==> config.mk <==
export PLATFORM = sky130hd
export DESIGN_NAME = msft_dvip_bram_arbiter
export DESIGN_NICKNAME = d
export VERILOG_FILES = /design/src/rtl/msft_dvip_bram_arb_pkg.sv /design/src/rtl/msft_dvip_rr_arb2.sv /design/src/rtl/msft_dvip_bram_arbiter.sv
export SDC_FILE = /design/constraint.sdc
export NUM_CORES = 1
export LEC_CHECK = 0
export ABC_AREA = 1
export BUFFER_PORTS_ARGS = -buffer_cell sky130_fd_sc_hd__buf_2
export CORE_AREA = 2 2 130 132
export DETAILED_ROUTE_END_ITERATION = 10
export DIE_AREA = 0 0 132 134
export SYNTH_ARGS = -nofsm -noshare
export SYNTH_HDL_FRONTEND = slang
export SYNTH_SLANG_ARGS = --single-unit
==> constraint.sdc <==
create_clock -name clk -period 1.4 [get_ports clk]
set_clock_uncertainty 0.15 [all_clocks]
set_input_delay 0.14 -clock clk [delete_from_list [all_inputs] [get_ports clk]]
set_output_delay 0.14 -clock clk [all_outputs]
set_load 0.05 [all_outputs]
==> src/rtl/msft_dvip_bram_arb_pkg.sv <==
// ------------------------------------------------------------------------------
// msft_dvip_bram_arb_pkg: shared types for the BRAM arbiter slice (rev 1.0)
// ------------------------------------------------------------------------------
`default_nettype none

package msft_dvip_bram_arb_pkg;

  localparam int ARB_RAM_WIDTH = 32;
  localparam int ARB_RAM_DEPTH = 1024;
  localparam int ARB_ADDR_W    = $clog2(ARB_RAM_DEPTH);

  typedef enum logic {
    ARB_CLEAR = 1'b0,
    ARB_RUN   = 1'b1
  } arb_state_e;

  typedef enum logic {
    REQ_A = 1'b0,
    REQ_B = 1'b1
  } req_id_e;

  typedef struct packed {
    logic [ARB_ADDR_W-1:0]    addr;
    logic                     we;
    logic [ARB_RAM_WIDTH-1:0] wstrb;
    logic [ARB_RAM_WIDTH-1:0] wdata;
  } arb_req_t;

endpackage

`default_nettype wire

==> src/rtl/msft_dvip_rr_arb2.sv <==
// ------------------------------------------------------------------------------
// msft_dvip_rr_arb2: 2-way round-robin arbiter with last-grant pointer (rev 1.0)
// ------------------------------------------------------------------------------
`default_nettype none

module msft_dvip_rr_arb2
  import msft_dvip_bram_arb_pkg::*;
(
  input  logic       clk,
  input  logic       rstn,
  input  logic       en,
  input  logic [1:0] req,
  output logic [1:0] gnt
);

  req_id_e last;

  // On a tie the side that did not win last time goes next.
  always_comb begin
    gnt = 2'b00;
    if (en) begin
      if (req == 2'b11) gnt = (last == REQ_B) ? 2'b01 : 2'b10;
      else              gnt = req;
    end
  end

  always_ff @(posedge clk or negedge rstn) begin
    if (!rstn)       last <= REQ_B;
    else if (gnt[0]) last <= REQ_A;
    else if (gnt[1]) last <= REQ_B;
  end

endmodule

`default_nettype wire

==> src/rtl/msft_dvip_bram_arbiter.sv <==
// ------------------------------------------------------------------------------
// msft_dvip_bram_arbiter: post-reset RAM clear plus A/B sharing of the RW port (rev 1.0)
// ------------------------------------------------------------------------------
`default_nettype none

module msft_dvip_bram_arbiter
  import msft_dvip_bram_arb_pkg::*;
#(
  parameter int RAM_WIDTH  = 32,
  parameter int RAM_DEPTH  = 1024,
  parameter bit INIT_CLEAR = 1'b1
) (
  input  logic                         clk,
  input  logic                         rstn,
  input  logic                         a_req,
  input  logic [$clog2(RAM_DEPTH)-1:0] a_addr,
  input  logic                         a_we,
  input  logic [RAM_WIDTH-1:0]         a_wstrb,
  input  logic [RAM_WIDTH-1:0]         a_wdata,
  input  logic                         b_req,
  input  logic [$clog2(RAM_DEPTH)-1:0] b_addr,
  input  logic                         b_we,
  input  logic [RAM_WIDTH-1:0]         b_wstrb,
  input  logic [RAM_WIDTH-1:0]         b_wdata,
  output logic                         a_gnt,
  output logic                         b_gnt,
  output logic                         a_rvalid,
  output logic                         b_rvalid,
  output logic [RAM_WIDTH-1:0]         a_rdata,
  output logic [RAM_WIDTH-1:0]         b_rdata,
  output logic                         ram_cs,
  output logic                         ram_we,
  output logic [$clog2(RAM_DEPTH)-1:0] ram_addr,
  output logic [RAM_WIDTH-1:0]         ram_wstrb,
  output logic [RAM_WIDTH-1:0]         ram_din,
  input  logic [RAM_WIDTH-1:0]         ram_dout,
  output logic                         init_done
);

  localparam int              AW          = $clog2(RAM_DEPTH);
  localparam logic [AW-1:0]   LAST_ADDR   = AW'(RAM_DEPTH - 1);
  localparam arb_state_e      RESET_STATE = INIT_CLEAR ? ARB_CLEAR : ARB_RUN;

  arb_state_e    state;
  arb_state_e    state_nxt;
  logic [AW-1:0] clr_addr;
  logic          arb_en;
  logic [1:0]    gnt;
  logic          rd_vld;
  req_id_e       rd_owner;

  always_ff @(posedge clk or negedge rstn) begin
    if (!rstn) begin
      state    <= RESET_STATE;
      clr_addr <= '0;
    end else begin
      state <= state_nxt;
      if (state == ARB_CLEAR && clr_addr != LAST_ADDR) clr_addr <= clr_addr + AW'(1);
    end
  end

  always_comb begin
    state_nxt = state;
    if (state == ARB_CLEAR && clr_addr == LAST_ADDR) state_nxt = ARB_RUN;
  end

  // Outputs are qualified by rstn so the port is idle while reset is held.
  assign arb_en    = rstn && (state == ARB_RUN);
  assign init_done = arb_en;

  msft_dvip_rr_arb2 u_rr_arb2 (
    .clk  (clk),
    .rstn (rstn),
    .en   (arb_en),
    .req  ({b_req, a_req}),
    .gnt  (gnt)
  );

  assign a_gnt = gnt[0];
  assign b_gnt = gnt[1];

  always_comb begin
    ram_cs    = 1'b0;
    ram_we    = 1'b0;
    ram_addr  = '0;
    ram_wstrb = '0;
    ram_din   = '0;
    if (rstn && state == ARB_CLEAR) begin
      ram_cs    = 1'b1;
      ram_we    = 1'b1;
      ram_addr  = clr_addr;
      ram_wstrb = '1;
    end else if (gnt[0]) begin
      ram_cs    = 1'b1;
      ram_we    = a_we;
      ram_addr  = a_addr;
      ram_wstrb = a_wstrb;
      ram_din   = a_wdata;
    end else if (gnt[1]) begin
      ram_cs    = 1'b1;
      ram_we    = b_we;
      ram_addr  = b_addr;
      ram_wstrb = b_wstrb;
      ram_din   = b_wdata;
    end
  end

  always_ff @(posedge clk or negedge rstn) begin
    if (!rstn) begin
      rd_vld   <= 1'b0;
      rd_owner <= REQ_A;
    end else begin
      rd_vld   <= (gnt[0] & ~a_we) | (gnt[1] & ~b_we);
      rd_owner <= gnt[1] ? REQ_B : REQ_A;
    end
  end

  assign a_rvalid = rd_vld && (rd_owner == REQ_A);
  assign b_rvalid = rd_vld && (rd_owner == REQ_B);
  assign a_rdata  = ram_dout;
  assign b_rdata  = ram_dout;

endmodule

`default_nettype wire

==> run_results.csv <==
group,metric,value,unit
run_status,status,"finished with violations",
run_status,failed_checks,"setup timing",
global_route,antenna_found_initial,1,
clock_network,clk_latency,0.25,ns
global_route,grt_pass1_wl,16900,um
synthesis,ys_seq_area_share,15.0,%
pwr,p_per_area,305,nW/um^2
route,wl_per_cell,14.6,um
layout,antennaDiodeCount,0,
synthesis,ys.flop_type,"dfrtp_1",
setup_path,slowest_delay,0.40,ns
sta,timing.fmax,0.520,GHz
setup_path,crit_slowest_cell,"dfrtp_1",
route,maxUsedRoutingLayer,"met5",
layout,fillers,1623,
synthesis,ys_seq_elements,14,
synthesis,synth_enable_flop_cells,0,
route,drtIter0Drc,156,
floorplanning,die_height,134,um
setup_path,end_kind,"primary output",
floorplanning,start_util,14.4,%
layout,nets,819,
route,ant_nets,0,
synthesis,ys_types,24,
job,maxCapViolations,0,
clock_network,htreeDepth,1,
floorplanning,core_area,16300,sq um
clock_network,cts.sinks,14,
sta,hold_viol,0,
synthesis,syn_avg_cell_area,5.60,sq um
layout,layout_common_cells,"buf_2 (155), nand2_2 (92), nand2_1 (90), buf_6 (70), nand2_4 (48)",
route,vias,3392,
floorplanning,dieArea,17700,sq um
synthesis,synthCells,420,
global_route,overflow,0,
global_route,grt_pass1_vias,3309,
sta,tightest_slew,0.668,ns
clock_network,cts_tree,"yes",
sta,setup_viol,89,
setup_path,cp_cell_sequence,"nand2_4 -> nor2_4 -> o21ai_4 -> clkinv_4 -> buf_12 -> nand2_1 -> nand3_4 -> buf_4",
layout,drive_above_1_share,79.1,%
global_route,grt_max_degree,39,
synthesis,synth.largest_area_cell,"nand2_1",
layout,layout_commonest_cell,"buf_2",
synthesis,yosysWarnings,0,
setup_path,crit_required,1.11,ns
clock_network,clock_path_buffers,2,
place,place_hpwl,8510,um
setup_path,arrival,1.63,ns
route,dr_wl_met3,931,um
synthesis,async_reset_ff_share,100,%
global_route,grt.total_usage,11.8,%
synthesis,syn_area,2350,sq um
floorplanning,die_w,132,um
route,finalWirelength,12400,um
clock_network,numCtsBuffers,3,
sta,setup_slack,-0.525,ns
synthesis,syn-num-nets,607,
route,first_pass_iters,4,
clock_network,path_clk_slew,0.04,ns
place,gp_congestion,0.754,
setup_path,worstSetupPathType,"register to primary output",
sta,tns,-36.05,ns
sta,finalCritPeriodShare,137,%
synthesis,yosys-top-cells-area,"nand2_1 (37%), buf_4 (20%), dfrtp_1 (14%)",
route,drcViolationCount,0,
pwr,irDropWorstVdd,437,uV
setup_path,start_kind,"register",
route,met1_length,4830,um
floorplanning,pin_count,331,
sta,fin_crit,1.92,ns
route,wl_met2,6550,um
place,place_ws,-0.451,ns
pwr,p_leak,2.90,nW
clock_network,ctsRootBufferMaster,"clkbuf_16",
setup_path,path_buf_inv,3,
route,vias_per_cell,3.99,
sta,rsz0062_at_grt,"yes",
setup_path,cp_max_fo,11,
synthesis,synth_top_area_share,37.0,%
floorplanning,rows,47,
sta,relSlewSlack,55.5,%
layout,syn_to_final_growth,144,%
setup_path,critPathTopFamily,"buffers and inverters",
sta,slew_viol_final,0,
hold_path,hold_path_class,"primary input to register",
place,port-buffer-count,234,
synthesized netlist by cell type (2+ instances only):
library cell and count:
nand2_1 232, buf_6 11, buf_4 64, xnor2_1 3, buf_2 7, nand4_1 2
inv_2 4, buf_1 3, dfrtp_1 13, nor2_1 8, inv_1 10, xor2_1 2
nand3_1 50
worst reg2reg max path: cells and delay by family, from the launching register on:
| family | cells | cell delay [ns] |
|---|---|---|
| xor gates and xnor gates | 1 | 0.14 |
| adders and majority gates | 1 | 0.18 |
| DFF | 1 | 0.40 |
| buffers and inverters | 1 | 0.15 |
| and+or+nand+nor | 4 | 0.43 |
worst paths after layout:
kind                       cells past startpoint                       start  slack, ns                          to
max reg2reg                                    7     clr_addr[0]$_DFFE_PN0P_      -0.11     clr_addr[0]$_DFFE_PN0P_
min                                            2                        b_we       0.01            rd_vld$_DFF_PN0_
max in group asynchronous                      3                        rstn       0.48     clr_addr[3]$_DFFE_PN0P_
min in group asynchronous                      3                        rstn       0.16     clr_addr[4]$_DFFE_PN0P_
max                                            8           state$_DFFE_PN0P_      -0.52                 ram_addr[3]
min reg2reg                                    2  u_rr_arb2.last$_DFFE_PN1P_       0.36  u_rr_arb2.last$_DFFE_PN1P_
area by class of cell:
cell class	count	area, sq um	area share [%]
tap	220	275	4.79
clock buffer	4	78.8	1.37
multi-input combinational	306	2530	44.1
inverter	15	82.6	1.44
sequential	14	354	6.17
timing repair inverter	2	15.0	0.261
timing repair buffer	290	2400	41.9
power breakdown:
| part | total, mW | switching (mW) | internal (mW) |
|---|---|---|---|
| clock | 0.555 | 0.170 | 0.385 |
| combinational | 0.793 | 0.429 | 0.365 |
| sequential | 0.406 | 0 | 0.406 |
| total | 1.75 | 0.598 | 1.16 |
metrics by stage:
| step | total power [mW] | util, % | area (sq um) | std cells | hold slack [ns] |
|---|---|---|---|---|---|
| finish | 1.75 | 35.2 | 5740 | 851 | 0.0150 |
| global route | 1.81 | 35.2 | 5740 | 851 | 0.0297 |
| CTS | 1.72 | 31.9 | 5200 | 839 | 0.0138 |
| detailed placement | 1.10 | 27.6 | 4500 | 826 | 0.0202 |
| global placement | 1.09 | 27.6 | 4500 | 826 | 0.0200 |
| floorplan | 1.23 | - | 3320 | 420 | -0.306 |
cells by family after synthesis:
family                     after synthesis  synth area share, %
and+or+nand+nor                        296                 51.0
buffers and inverters                  100                 30.1
DFF                                     14                 15.0
xor gates and xnor gates                 6                 2.56
AOI/OAI and AO/OA                        3                0.852
adders and majority gates                1                0.532
layer usage:
layer / up-vias / global-route usage (%)
met5: - / 0
met4: 2 / 1.69
met3: 16 / 3.63
met2: 156 / 22.5
met1: 1564 / 13.2
li1: 1654 / -
registers in the layout, indices dropped and copies added (netlist names):
register        flops
u_rr_arb2.last      1
rd_owner            1
state               1
rd_vld              1
clr_addr           10
what timing repair did:
action	4_1_cts	5_1_grt
cloned	4	10
gates resized for setup	164	102
endpoints found under the hold margin	14	0
hold buffers	3	0
pin swaps	2	9
buffers inserted	3	2
endpoints found under the setup margin	89	90
Note: power is estimated with default switching activity, not from simulation.
